==> config.mk <==
export PLATFORM = sky130hd
export DESIGN_NAME = fractal_pixel_sink_flat
export DESIGN_NICKNAME = d
export VERILOG_FILES = /design/src/rtl/fractal_pixel_sink_if.sv /design/src/rtl/fractal_pixel_sink.sv /design/src/flat_wrapper.sv
export SDC_FILE = /design/constraint.sdc
export NUM_CORES = 1
export LEC_CHECK = 0
export CORE_ASPECT_RATIO = 0.75
export CORE_MARGIN = 4
export CORE_UTILIZATION = 30
export DETAILED_ROUTE_END_ITERATION = 10
export PLACE_DENSITY = 0.51
export SYNTH_ARGS = -nofsm -noshare
export SYNTH_HDL_FRONTEND = slang
export SYNTH_SLANG_ARGS = --single-unit
==> constraint.sdc <==
create_clock -name clock -period 3.1 [get_ports clock]
set_input_delay 0.465 -clock clock [delete_from_list [all_inputs] [get_ports clock]]
set_output_delay 0.465 -clock clock [all_outputs]
set_load 0.05 [all_outputs]
==> src/rtl/fractal_pixel_sink_if.sv <==
// Result/frame-buffer bundle between the fractal engine, the pixel sink and
// the frame-buffer RAM port.
//  Producer side : data_available, x_coord, y_coord, iter_count, is_in_set -> sink
//                  data_read (one-cycle acknowledge)                       <- sink
//  RAM side      : fb_addr, fb_data, fb_we                                 <- sink
//                  fb_wait (stall, write accepted when fb_we & ~fb_wait)   -> sink
//  Status        : frame_done (pulse), coord_err (sticky)                  <- sink
// The sink connects through the slave modport; the environment (producer,
// RAM model, status observer) uses the master modport.
interface fractal_pixel_sink_if #(
  parameter int ADDR_W = 19
);
  logic              data_available;
  logic [9:0]        x_coord;
  logic [9:0]        y_coord;
  logic [10:0]       iter_count;
  logic              is_in_set;
  logic              data_read;
  logic [ADDR_W-1:0] fb_addr;
  logic [11:0]       fb_data;
  logic              fb_we;
  logic              fb_wait;
  logic              frame_done;
  logic              coord_err;

  modport slave (
    input  data_available, x_coord, y_coord, iter_count, is_in_set, fb_wait,
    output data_read, fb_addr, fb_data, fb_we, frame_done, coord_err
  );

  modport master (
    output data_available, x_coord, y_coord, iter_count, is_in_set, fb_wait,
    input  data_read, fb_addr, fb_data, fb_we, frame_done, coord_err
  );
endinterface

==> src/rtl/fractal_pixel_sink.sv <==
// Consumer end of the fractal engine result handshake.
// Each accepted {x, y, iter, in_set} result is buffered in a small FIFO, then
// passes through two write stages: S1 holds the popped result, S2 holds the
// computed frame-buffer address/colour and drives fb_we until the RAM accepts.
// Written pixels are counted; frame_done pulses the cycle after the last
// pixel of a frame is accepted. Out-of-range coordinates are dropped and
// flagged on the sticky coord_err.
// Ports:
//  clock    in  system clock, rising edge
//  reset_n  in  asynchronous active-low reset
//  bus      fractal_pixel_sink_if.slave (handshake, RAM port, status)
module fractal_pixel_sink #(
  parameter int H_RES      = 640,
  parameter int V_RES      = 480,
  parameter int ADDR_W     = 19,
  parameter int FIFO_DEPTH = 4
) (
  input  logic                 clock,
  input  logic                 reset_n,
  fractal_pixel_sink_if.slave  bus
);

  localparam int PTR_W = $clog2(FIFO_DEPTH);
  localparam int CNT_W = PTR_W + 1;
  localparam logic [ADDR_W-1:0] LAST_PIXEL = ADDR_W'(H_RES * V_RES - 1);

  typedef struct packed {
    logic [9:0]  x;
    logic [9:0]  y;
    logic [10:0] iter;
    logic        in_set;
  } result_t;

  typedef enum logic [1:0] {IDLE, ACK, HOLD} rx_state_e;

  rx_state_e         rx_state_q, rx_state_d;
  result_t           fifo_mem [FIFO_DEPTH];
  logic [PTR_W-1:0]  wr_ptr_q, wr_ptr_d;
  logic [PTR_W-1:0]  rd_ptr_q, rd_ptr_d;
  logic [CNT_W-1:0]  count_q, count_d;
  logic              s1_valid_q, s1_valid_d;
  result_t           s1_q, s1_d;
  logic              fb_we_q, fb_we_d;
  logic [ADDR_W-1:0] fb_addr_q, fb_addr_d;
  logic [11:0]       fb_data_q, fb_data_d;
  logic [ADDR_W-1:0] pix_cnt_q, pix_cnt_d;
  logic              frame_done_q, frame_done_d;
  logic              coord_err_q, coord_err_d;

  result_t           rx_word;
  logic              fifo_full, fifo_empty;
  logic              push, pop;
  logic              s2_accept, s2_free, s1_advance, s1_free;
  logic              s1_in_range;
  logic [ADDR_W-1:0] s1_addr;
  logic [11:0]       s1_colour;

  assign rx_word    = '{x: bus.x_coord, y: bus.y_coord,
                        iter: bus.iter_count, in_set: bus.is_in_set};
  assign fifo_full  = (count_q == CNT_W'(FIFO_DEPTH));
  assign fifo_empty = (count_q == '0);

  // Receive FSM: capture on the IDLE edge, acknowledge in ACK, then give the
  // producer one HOLD cycle to drop data_available. The full test uses the
  // registered occupancy, so a pop in the same cycle does not free a slot
  // until IDLE re-evaluates on the next cycle.
  always_comb begin
    // NOTE: every combinational output gets a default first so no path can
    // leave it unassigned and infer a latch.
    rx_state_d = rx_state_q;
    push       = 1'b0;
    case (rx_state_q)
      IDLE: begin
        if (bus.data_available && !fifo_full) begin
          push       = 1'b1;
          rx_state_d = ACK;
        end
      end
      ACK:     rx_state_d = HOLD;
      HOLD:    rx_state_d = IDLE;
      default: rx_state_d = IDLE;
    endcase
  end

  // Stage handshakes: S2 frees when it is empty or its write is taken this
  // cycle; S1 moves into S2 whenever S2 frees, and the FIFO refills S1 in the
  // same cycle, giving one write per cycle while fb_wait is low.
  assign s2_accept  = fb_we_q && !bus.fb_wait;
  assign s2_free    = !fb_we_q || s2_accept;
  assign s1_advance = s1_valid_q && s2_free;
  assign s1_free    = !s1_valid_q || s1_advance;
  assign pop        = !fifo_empty && s1_free;

  // Address arithmetic modulo 2**ADDR_W gives the same low bits as the
  // full-width y*H_RES+x truncated to ADDR_W.
  assign s1_in_range = ({22'd0, s1_q.x} < 32'(H_RES)) && ({22'd0, s1_q.y} < 32'(V_RES));
  assign s1_addr     = ADDR_W'(s1_q.y) * ADDR_W'(H_RES) + ADDR_W'(s1_q.x);
  // Escaped points force the blue LSB high so they are never black.
  assign s1_colour   = s1_q.in_set ? 12'h000
                                   : {s1_q.iter[3:0], s1_q.iter[7:4], s1_q.iter[10:8], 1'b1};

  always_comb begin
    wr_ptr_d     = wr_ptr_q;
    rd_ptr_d     = rd_ptr_q;
    count_d      = count_q;
    s1_valid_d   = s1_valid_q;
    s1_d         = s1_q;
    fb_we_d      = fb_we_q;
    fb_addr_d    = fb_addr_q;
    fb_data_d    = fb_data_q;
    pix_cnt_d    = pix_cnt_q;
    frame_done_d = 1'b0;
    coord_err_d  = coord_err_q;

    if (push) wr_ptr_d = wr_ptr_q + PTR_W'(1);
    if (pop)  rd_ptr_d = rd_ptr_q + PTR_W'(1);
    if (push && !pop)      count_d = count_q + CNT_W'(1);
    else if (!push && pop) count_d = count_q - CNT_W'(1);

    if (pop) begin
      s1_d       = fifo_mem[rd_ptr_q];
      s1_valid_d = 1'b1;
    end else if (s1_advance) begin
      s1_valid_d = 1'b0;
    end

    if (s2_accept) fb_we_d = 1'b0;
    if (s1_advance) begin
      if (s1_in_range) begin
        fb_we_d   = 1'b1;
        fb_addr_d = s1_addr;
        fb_data_d = s1_colour;
      end else begin
        coord_err_d = 1'b1;
      end
    end

    if (s2_accept) begin
      if (pix_cnt_q == LAST_PIXEL) begin
        pix_cnt_d    = '0;
        frame_done_d = 1'b1;
      end else begin
        pix_cnt_d = pix_cnt_q + ADDR_W'(1);
      end
    end
  end

  // NOTE: the FIFO storage has no reset; the pointers and count are reset,
  // so stale entries are never visible and the array can map to plain RAM.
  always_ff @(posedge clock) begin
    if (push) fifo_mem[wr_ptr_q] <= rx_word;
  end

  // NOTE: state registers use non-blocking assignments so every flop samples
  // values from before the edge, independent of statement order.
  always_ff @(posedge clock or negedge reset_n) begin
    if (!reset_n) begin
      rx_state_q   <= IDLE;
      wr_ptr_q     <= '0;
      rd_ptr_q     <= '0;
      count_q      <= '0;
      s1_valid_q   <= 1'b0;
      s1_q         <= '0;
      fb_we_q      <= 1'b0;
      fb_addr_q    <= '0;
      fb_data_q    <= '0;
      pix_cnt_q    <= '0;
      frame_done_q <= 1'b0;
      coord_err_q  <= 1'b0;
    end else begin
      rx_state_q   <= rx_state_d;
      wr_ptr_q     <= wr_ptr_d;
      rd_ptr_q     <= rd_ptr_d;
      count_q      <= count_d;
      s1_valid_q   <= s1_valid_d;
      s1_q         <= s1_d;
      fb_we_q      <= fb_we_d;
      fb_addr_q    <= fb_addr_d;
      fb_data_q    <= fb_data_d;
      pix_cnt_q    <= pix_cnt_d;
      frame_done_q <= frame_done_d;
      coord_err_q  <= coord_err_d;
    end
  end

  assign bus.data_read  = (rx_state_q == ACK);
  assign bus.fb_we      = fb_we_q;
  assign bus.fb_addr    = fb_addr_q;
  assign bus.fb_data    = fb_data_q;
  assign bus.frame_done = frame_done_q;
  assign bus.coord_err  = coord_err_q;

endmodule

==> src/flat_wrapper.sv <==
// flat-port wrapper written by rule: the top's interface ports become plain ports
module fractal_pixel_sink_flat 
#(
  parameter int H_RES      = 640,
  parameter int V_RES      = 480,
  parameter int ADDR_W     = 19,
  parameter int FIFO_DEPTH = 4
)
  (clock, reset_n, bus_data_available, bus_x_coord, bus_y_coord, bus_iter_count, bus_is_in_set, bus_fb_wait, bus_data_read, bus_fb_addr, bus_fb_data, bus_fb_we, bus_frame_done, bus_coord_err);
  fractal_pixel_sink_if #(.ADDR_W(ADDR_W)) bus_i ();
  input  logic clock;
  input  logic reset_n;
  input wire logic [$bits(bus_i.data_available)-1:0] bus_data_available;
  input wire logic [$bits(bus_i.x_coord)-1:0] bus_x_coord;
  input wire logic [$bits(bus_i.y_coord)-1:0] bus_y_coord;
  input wire logic [$bits(bus_i.iter_count)-1:0] bus_iter_count;
  input wire logic [$bits(bus_i.is_in_set)-1:0] bus_is_in_set;
  input wire logic [$bits(bus_i.fb_wait)-1:0] bus_fb_wait;
  output wire logic [$bits(bus_i.data_read)-1:0] bus_data_read;
  output wire logic [$bits(bus_i.fb_addr)-1:0] bus_fb_addr;
  output wire logic [$bits(bus_i.fb_data)-1:0] bus_fb_data;
  output wire logic [$bits(bus_i.fb_we)-1:0] bus_fb_we;
  output wire logic [$bits(bus_i.frame_done)-1:0] bus_frame_done;
  output wire logic [$bits(bus_i.coord_err)-1:0] bus_coord_err;
  assign bus_i.data_available = bus_data_available;
  assign bus_i.x_coord = bus_x_coord;
  assign bus_i.y_coord = bus_y_coord;
  assign bus_i.iter_count = bus_iter_count;
  assign bus_i.is_in_set = bus_is_in_set;
  assign bus_i.fb_wait = bus_fb_wait;
  assign bus_data_read = bus_i.data_read;
  assign bus_fb_addr = bus_i.fb_addr;
  assign bus_fb_data = bus_i.fb_data;
  assign bus_fb_we = bus_i.fb_we;
  assign bus_frame_done = bus_i.frame_done;
  assign bus_coord_err = bus_i.coord_err;
  fractal_pixel_sink #(.H_RES(H_RES), .V_RES(V_RES), .ADDR_W(ADDR_W), .FIFO_DEPTH(FIFO_DEPTH)) u_core (.clock(clock), .reset_n(reset_n), .bus(bus_i));
endmodule
==> reports/results.tsv, run 1 <==
stage	metric	value	unit
pwr	power_density	1120	nW/µm²
grt	grt-ovfl-total	0	
setup_path	critPathMaxFanout	4	
pwr	peakVddDrop	0.758	mV
sta	finClkSkew	0.0207	ns
logic_synthesis	yosysSeqAreaShare	67.5	%
detailed_routing	ant_nets	0	
logic_synthesis	synth-main-ff-cell	edfxtp_1	
setup_path	setup.worst_path.start	u_core.s1_q[13]	
setup_path	endpoint_kind	register	
place	place_inst	1043	
die	core	30200	µm²
logic_synthesis	ys_types	52	
clock_tree	htreeDepth	1	
layout	final_area	11400	µm²
clock_tree	cts_setup_buffers	0	
logic_synthesis	avgSynthCellArea	16.0	µm²
detailed_routing	drc	0	
sta	fmax	366	MHz
setup_path	reg2reg_slack	0.37	ns
logic_synthesis	syn_inst	575	
layout	layout-drive-gt1-share	21.1	%
sta	finalSetupViolCount	0	
logic_synthesis	async_reset_ff_share	42.6	%
detailed_routing	first_pass_iters	4	
grt	grt_first_pass_wirelength	30100	µm
sta	grt_setup_unrepaired	no	
grt	antenna_found_initial	1	
layout	fin_cells	1087	
die	rows	55	
logic_synthesis	synth.cell_area	9220	µm²
grt	grt_pass1_vias	5403	
logic_synthesis	syn-num-nets	639	
detailed_routing	vias_per_cell	4.60	
setup_path	startpoint_type	register	
setup_path	criticalPathCategory	reg2reg	
grt	grt_start_max_net_pins	78	
layout	n_antenna_cell	0	
place	globalplace.congestion	0.776	
die	io_pins	71	
die	initial_utilization	30.5	%
status	status	complete, no violations	
pwr	p_total	0.0127	W
clock_tree	tritoncts	done	
setup_path	timing.rr.end	u_core.bus.fb_addr[15]	
detailed_routing	drt-initial-drc-count	300	
job	cap_violations	0	
setup_path	critPathCapture	u_core.bus.fb_addr[15]	
sta	slew_headroom	30.4	%
layout	n_fill_cell	2810	
place	dp_hpwl	12100	µm
logic_synthesis	ys_ff_latch	223	
setup_path	rr_worst_depth	9	
clock_tree	clkLatencyLatePin	0.54	ns
grt	track_usage	11.2	%
logic_synthesis	yosys_warnings	0	
setup_path	crit_required	3.56	ns
die	die_x	210	µm
pwr	p_leak	4.25	nW
detailed_routing	finalWirelength	18500	µm
setup_path	crit_arrival	3.19	ns
clock_tree	numCtsBuffers	24	
place	io_buffers	70	
layout	syn_to_final_growth	23.3	%
setup_path	timing.rr.start	u_core.s1_q[13]	
detailed_routing	wire_per_inst	17.0	µm
sta	fin_crit_sh	88.0	%
sta	tns	0	ns
clock_tree	ctsHoldBuffers	0	
sta	tightest_slew	1.04	ns
die	die-area	33600	µm²
place	place_area	10600	µm²
clock_tree	path_clk_slew	0.06	ns
logic_synthesis	synth_edf_count	128	
detailed_routing	vias	5002	
clock_tree	clock-sinks	223	
sta	finalHoldViolCount	0	
sta	final_max_slew_viol_count	0	
die	die_height	160	µm
layout	fin_nets	734	
sta	layout_min_cycle_time	2.73	ns
min_path	hold_path.class	in2async	
clock_tree	root_buffer	clkbuf_16	
clock_tree	cts_resized	0	
clock_tree	cts_buffer_depth	3	
==> power breakdown <==
part | switching, W | internal, W | leakage, nW
clock network | 0.00117 | 0.00173 | 0.397
registers | 0.000608 | 0.00398 | 2.33
logic | 0.00286 | 0.00238 | 1.52
==> worst min path at each step <==
| stage | from | to | slack [ns] |
|---|---|---|---|
| after floorplan | reset_n | u_core.bus.coord_err | 0.17 |
| after global placement | u_core.rx_state_q[1] | u_core.rx_state_q[1] | 0.44 |
| after detailed placement | u_core.rx_state_q[1] | u_core.rx_state_q[1] | 0.45 |
| after CTS | reset_n | u_core.s1_q[5] | 0.16 |
| after global routing | reset_n | u_core.s1_q[21] | 0.22 |
| final | reset_n | u_core.s1_q[12] | 0.14 |
==> sequential cells by signal (all words and copies together) (netlist names), 2 cells and up <==
register,count
u_core.bus.fb_addr,19
u_core.bus.fb_data,12
u_core.count_q,3
u_core.fifo_mem,128
u_core.pix_cnt_q,19
u_core.rd_ptr_q,2
u_core.rx_state_q,2
u_core.s1_q,32
u_core.wr_ptr_q,2
==> kinds of logic after synthesis <==
group	synth area share [%]
fa+ha+maj	4.04
simple gates	7.57
compound gates	4.15
flops	67.5
mux	12.6
buf+inv	1.14
xor+xnor	3.04
==> metrics by stage <==
| stage | util (%) | worst slack, ns | hold WS, ns |
|---|---|---|---|
| 4_1_cts | 37.6 | 0.381 | 0.164 |
| 2_1_floorplan | - | 0.534 | 0.169 |
| 3_5_place_dp | 34.9 | 0.395 | 0.450 |
| 6_report | 37.6 | 0.371 | 0.135 |
| 3_3_place_gp | 34.9 | 0.386 | 0.443 |
| 5_1_grt | 37.6 | 0.191 | 0.221 |
==> layout by cell type, fill, tap and decap left out, types with 4 or more instances in the layout <==
master	synthesis	final
a21oi_1	8	8
and2_2	0	4
and3_1	5	5
buf_12	0	5
buf_4	0	13
clkbuf_1	15	7
clkbuf_16	0	24
clkbuf_8	0	5
clkdlybuf4s50_1	0	69
dfrtp_1	95	93
edfxtp_1	128	128
ha_1	25	25
inv_1	9	9
mux2_2	39	39
mux4_2	32	32
nand2_1	49	49
nand2b_1	12	12
nand3_1	9	9
nor2_1	23	23
nor2b_1	5	5
nor3_1	4	4
o21ai_0	33	33
xnor2_1	15	15
xor2_1	17	17
==> cell type report <==
cell class	count	area [µm²]	area share (%)
clock buffer	36	696	6.12
timing repair buffer	87	888	7.82
clock inverter	8	118	1.03
inverter	9	33.8	0.297
tap	399	499	4.39
multi-input combinational	325	2910	25.6
sequential	223	6220	54.8
==> per-layer routing <==
layer / share of wire (%) / wire length (µm) / up-vias / GRT usage, %
li1: - / - / 2344 / -
met1: 47 / 8640 / 2546 / 15.5
met2: 47 / 8770 / 75 / 18.1
met3: 3.8 / 704 / 35 / 2.63
met4: 2.1 / 390 / 2 / 2.77
met5: 0.070 / 13 / - / 0
==> synthesized netlist by cell type, drive strengths merged, types with 2 or more instances <==
master  count  area [µm²]
a21o        4        31.3
a21oi       9        48.8
a221oi      2        17.5
and2        5        31.3
and3        6        38.8
buf         3        15.0
clkbuf     15        56.3
dfrtp      95        2380
edfxtp    128        3840
fa          3        60.1
ha         25         313
inv         9        33.8
mux2       39         439
mux4       32         721
nand2      49         184
nand2b     13        88.8
nand3       9        45.0
nand4       3        18.8
nand4b      2        17.5
nor2       23        86.3
nor2b       5        31.3
nor3        4        20.0
nor4        3        48.8
o211ai      2        15.0
o21ai      34         170
or2         4        25.0
xnor2      15         131
xor2       17         149
==> critical path: stages, from the launching register on <==
cell and delay (ns):
dfrtp_1 0.40, ha_1 0.30, ha_1 0.26, fa_1 0.43, xor2_1 0.25, nand2_1 0.08, nor2_1 0.27, a21oi_2 0.10
or4_1 0.47, nand3_1 0.09
Power figures use the tool's default switching activity.
==> run 2, diff against run 1 <==
- ABC_CLOCK_PERIOD_IN_PS: default -> 3100
==> results of run 2 <==
Same layout as run 1: the final DEF is identical, and so are final timing and power.
==> run 3, diff against run 2 <==
- CORE_MARGIN: 4 -> 10
- CORE_UTILIZATION: 30 -> 45
- PLACE_DENSITY: 0.51 -> 0.68
==> reports/results.tsv, run 3 (synthesis gave the netlist of run 1 again) <==
stage	metric	value	unit	change
status	status	complete, no violations		
die	die-area	26700	µm²	-21%
die	io_pins	71		unchanged
grt	grt_start_max_net_pins	45		-42%
layout	layout-drive-gt1-share	19.6	%	-1.4 points
clock_tree	tritoncts	done		
layout	largest-register	u_core.fifo_mem		
pwr	p_leak	4.17	nW	-1.9%
die	core	20200	µm²	-33%
clock_tree	htreeDepth	1		unchanged
layout	syn_to_final_growth	19.7	%	
place	pre_cts_ws	0.334	ns	-0.0604 ns
pwr	swShare	37.0	%	+0.54 points
detailed_routing	wire_per_inst	18.9	µm	+11%
grt	track_usage	13.8	%	+2.6 points
layout	utilization	54.6	%	+17 points
sta	final.setup.worst_slack	0.322	ns	-0.0489 ns
layout	largest_register_ffs	128		unchanged
setup_path	crit_required	3.54	ns	-0.02 ns
pwr	clock_power_share	20.3	%	-2.5 points
sta	tns	0	ns	unchanged
clock_tree	cts_buffer_depth	3		unchanged
clock_tree	path_clk_slew	0.06	ns	about the same
sta	finalSetupViolCount	0		unchanged
layout	multi_input_area	2910	µm²	unchanged
job	cap_violations	0		unchanged
sta	layout_min_cycle_time	2.78	ns	+0.0489 ns
detailed_routing	vias	5016		+0.28%
layout	reg_top3	u_core.fifo_mem x128, u_core.s1_q x32		
clock_tree	clkLatencyLatePin	0.51	ns	-0.03 ns
clock_tree	cts_resized	0		unchanged
pwr	peakVddDrop	0.680	mV	-10%
clock_tree	ctsHoldBuffers	1		+1
layout	mostFrequentLayoutCells	edfxtp_1, dfrtp_1, clkdlybuf4s50_1		
layout	area.sequential	6220	µm²	about the same
setup_path	startpoint_type	register		
sta	fin_crit_sh	89.6	%	+1.6 points
pwr	p_sw	0.00456	W	-1.7%
sta	whs	0.459	ns	+0.324 ns
clock_tree	cts_setup_buffers	0		unchanged
layout	fin_nets	730		-0.54%
sta	final_max_slew_viol_count	0		unchanged
layout	final_common_cell	edfxtp_1		
detailed_routing	drt-initial-drc-count	300		unchanged
clock_tree	numCtsBuffers	22		-8.3%
place	globalplace.congestion	0.844		+8.9%
place	io_buffers	70		unchanged
setup_path	criticalPathCategory	reg2reg		
grt	antenna_found_initial	2		+1
setup_path	crit_arrival	3.22	ns	+0.03 ns
sta	tightest_slew	0.529	ns	-0.514 ns
sta	finClkSkew	0.0194	ns	-0.00131 ns
pwr	p_seq_share	36.4	%	+0.4 points
die	die_height	144	µm	-9.9%
grt	grt_pass1_vias	5515		+2.1%
sta	grt_setup_unrepaired	no		
pwr	power_frac_comb	43.3	%	+2.1 points
min_path	hold_path.class	in2async		
detailed_routing	vias_per_cell	5.33		+16%
sta	slew_headroom	64.6	%	+34 points
detailed_routing	drc	0		unchanged
clock_tree	clock-sinks	223		unchanged
pwr	power_density	1120	nW/µm²	-0.27%
setup_path	critPathMaxFanout	5		+1
sta	finalHoldViolCount	0		unchanged
sta	fmax	360	MHz	-1.8%
place	dp_hpwl	11800	µm	-2.2%
layout	fin_cells	941		-13%
detailed_routing	ant_nets	0		unchanged
layout	n_fill_cell	1608		-43%
place	place_inst	899		-14%
setup_path	endpoint_kind	register		
grt	grt_first_pass_wirelength	29300	µm	-2.6%
die	die_x	185	µm	-12%
detailed_routing	finalWirelength	17800	µm	-3.8%
detailed_routing	first_pass_iters	4		unchanged
grt	grt-ovfl-total	0		unchanged
die	rows	45		-18%
die	initial_utilization	45.6	%	+15 points
clock_tree	root_buffer	clkbuf_16		
pwr	p_int	0.00777	W	-4.0%
run 3: path summary, 6_finish.rpt:
kind                                               end  cells after the start                  from  slack, ns
max in group asynchronous        u_core.bus.fb_data[7]                      3               reset_n       1.96
min in group clock                u_core.rx_state_q[1]                      1  u_core.rx_state_q[1]       0.46
worst min-delay path                   u_core.s1_q[15]                      2               reset_n       0.46
worst min register to register    u_core.rx_state_q[1]                      1  u_core.rx_state_q[1]       0.46
worst max-delay path            u_core.bus.fb_addr[15]                      9       u_core.s1_q[13]       0.32
worst max register to register  u_core.bus.fb_addr[15]                      9       u_core.s1_q[13]       0.32
run 3: layout make-up:
class | instances | share of cell area [%]
Clock inverter | 9 | 0.737
Timing Repair Buffer | 85 | 7.93
Sequential cell | 223 | 56.4
Multi-Input combinational cell | 325 | 26.3
Antenna cell | 1 | 0.0227
Tap cell | 258 | 2.92
Clock buffer | 31 | 5.38
Inverter | 9 | 0.306
run 3: power by group through the flow:
stage	Sequential (W)	Clock, W	Combinational [W]
2_1_floorplan	0.00498	0	0.00341
4_1_cts	0.00451	0.00256	0.00542
3_5_place_dp	0.00457	0	0.00538
6_report	0.00449	0.00250	0.00534
5_1_grt	0.00460	0.00269	0.00588
3_3_place_gp	0.00452	0	0.00525
run 3: critical path, cell delays in order, from the launching register on:
cell	delay (ns)
dfrtp_1	0.40
ha_1	0.30
ha_1	0.26
fa_1	0.45
nand3_1	0.14
a21oi_1	0.13
nor4_4	0.36
a21oi_2	0.10
or4_1	0.48
nand3_1	0.09
run 3: per-layer routing:
| layer | vias to the layer above | global-route usage [%] | wire length (µm) | share of wire (%) |
|---|---|---|---|---|
| li1 | 2335 | - | - | - |
| met1 | 2554 | 17.4 | 7850 | 44 |
| met2 | 96 | 23.5 | 8670 | 49 |
| met3 | 29 | 3.08 | 867 | 4.9 |
| met4 | 2 | 4.05 | 417 | 2.3 |
| met5 | - | 0 | 13 | 0.073 |
run 3: through the flow:
stage          total power [W]  cell area [µm²]
6_report                0.0123            11000
4_1_cts                 0.0125            11000
5_1_grt                 0.0132            11000
3_3_place_gp           0.00977            10400
2_1_floorplan          0.00839             9220
3_5_place_dp           0.00995            10400
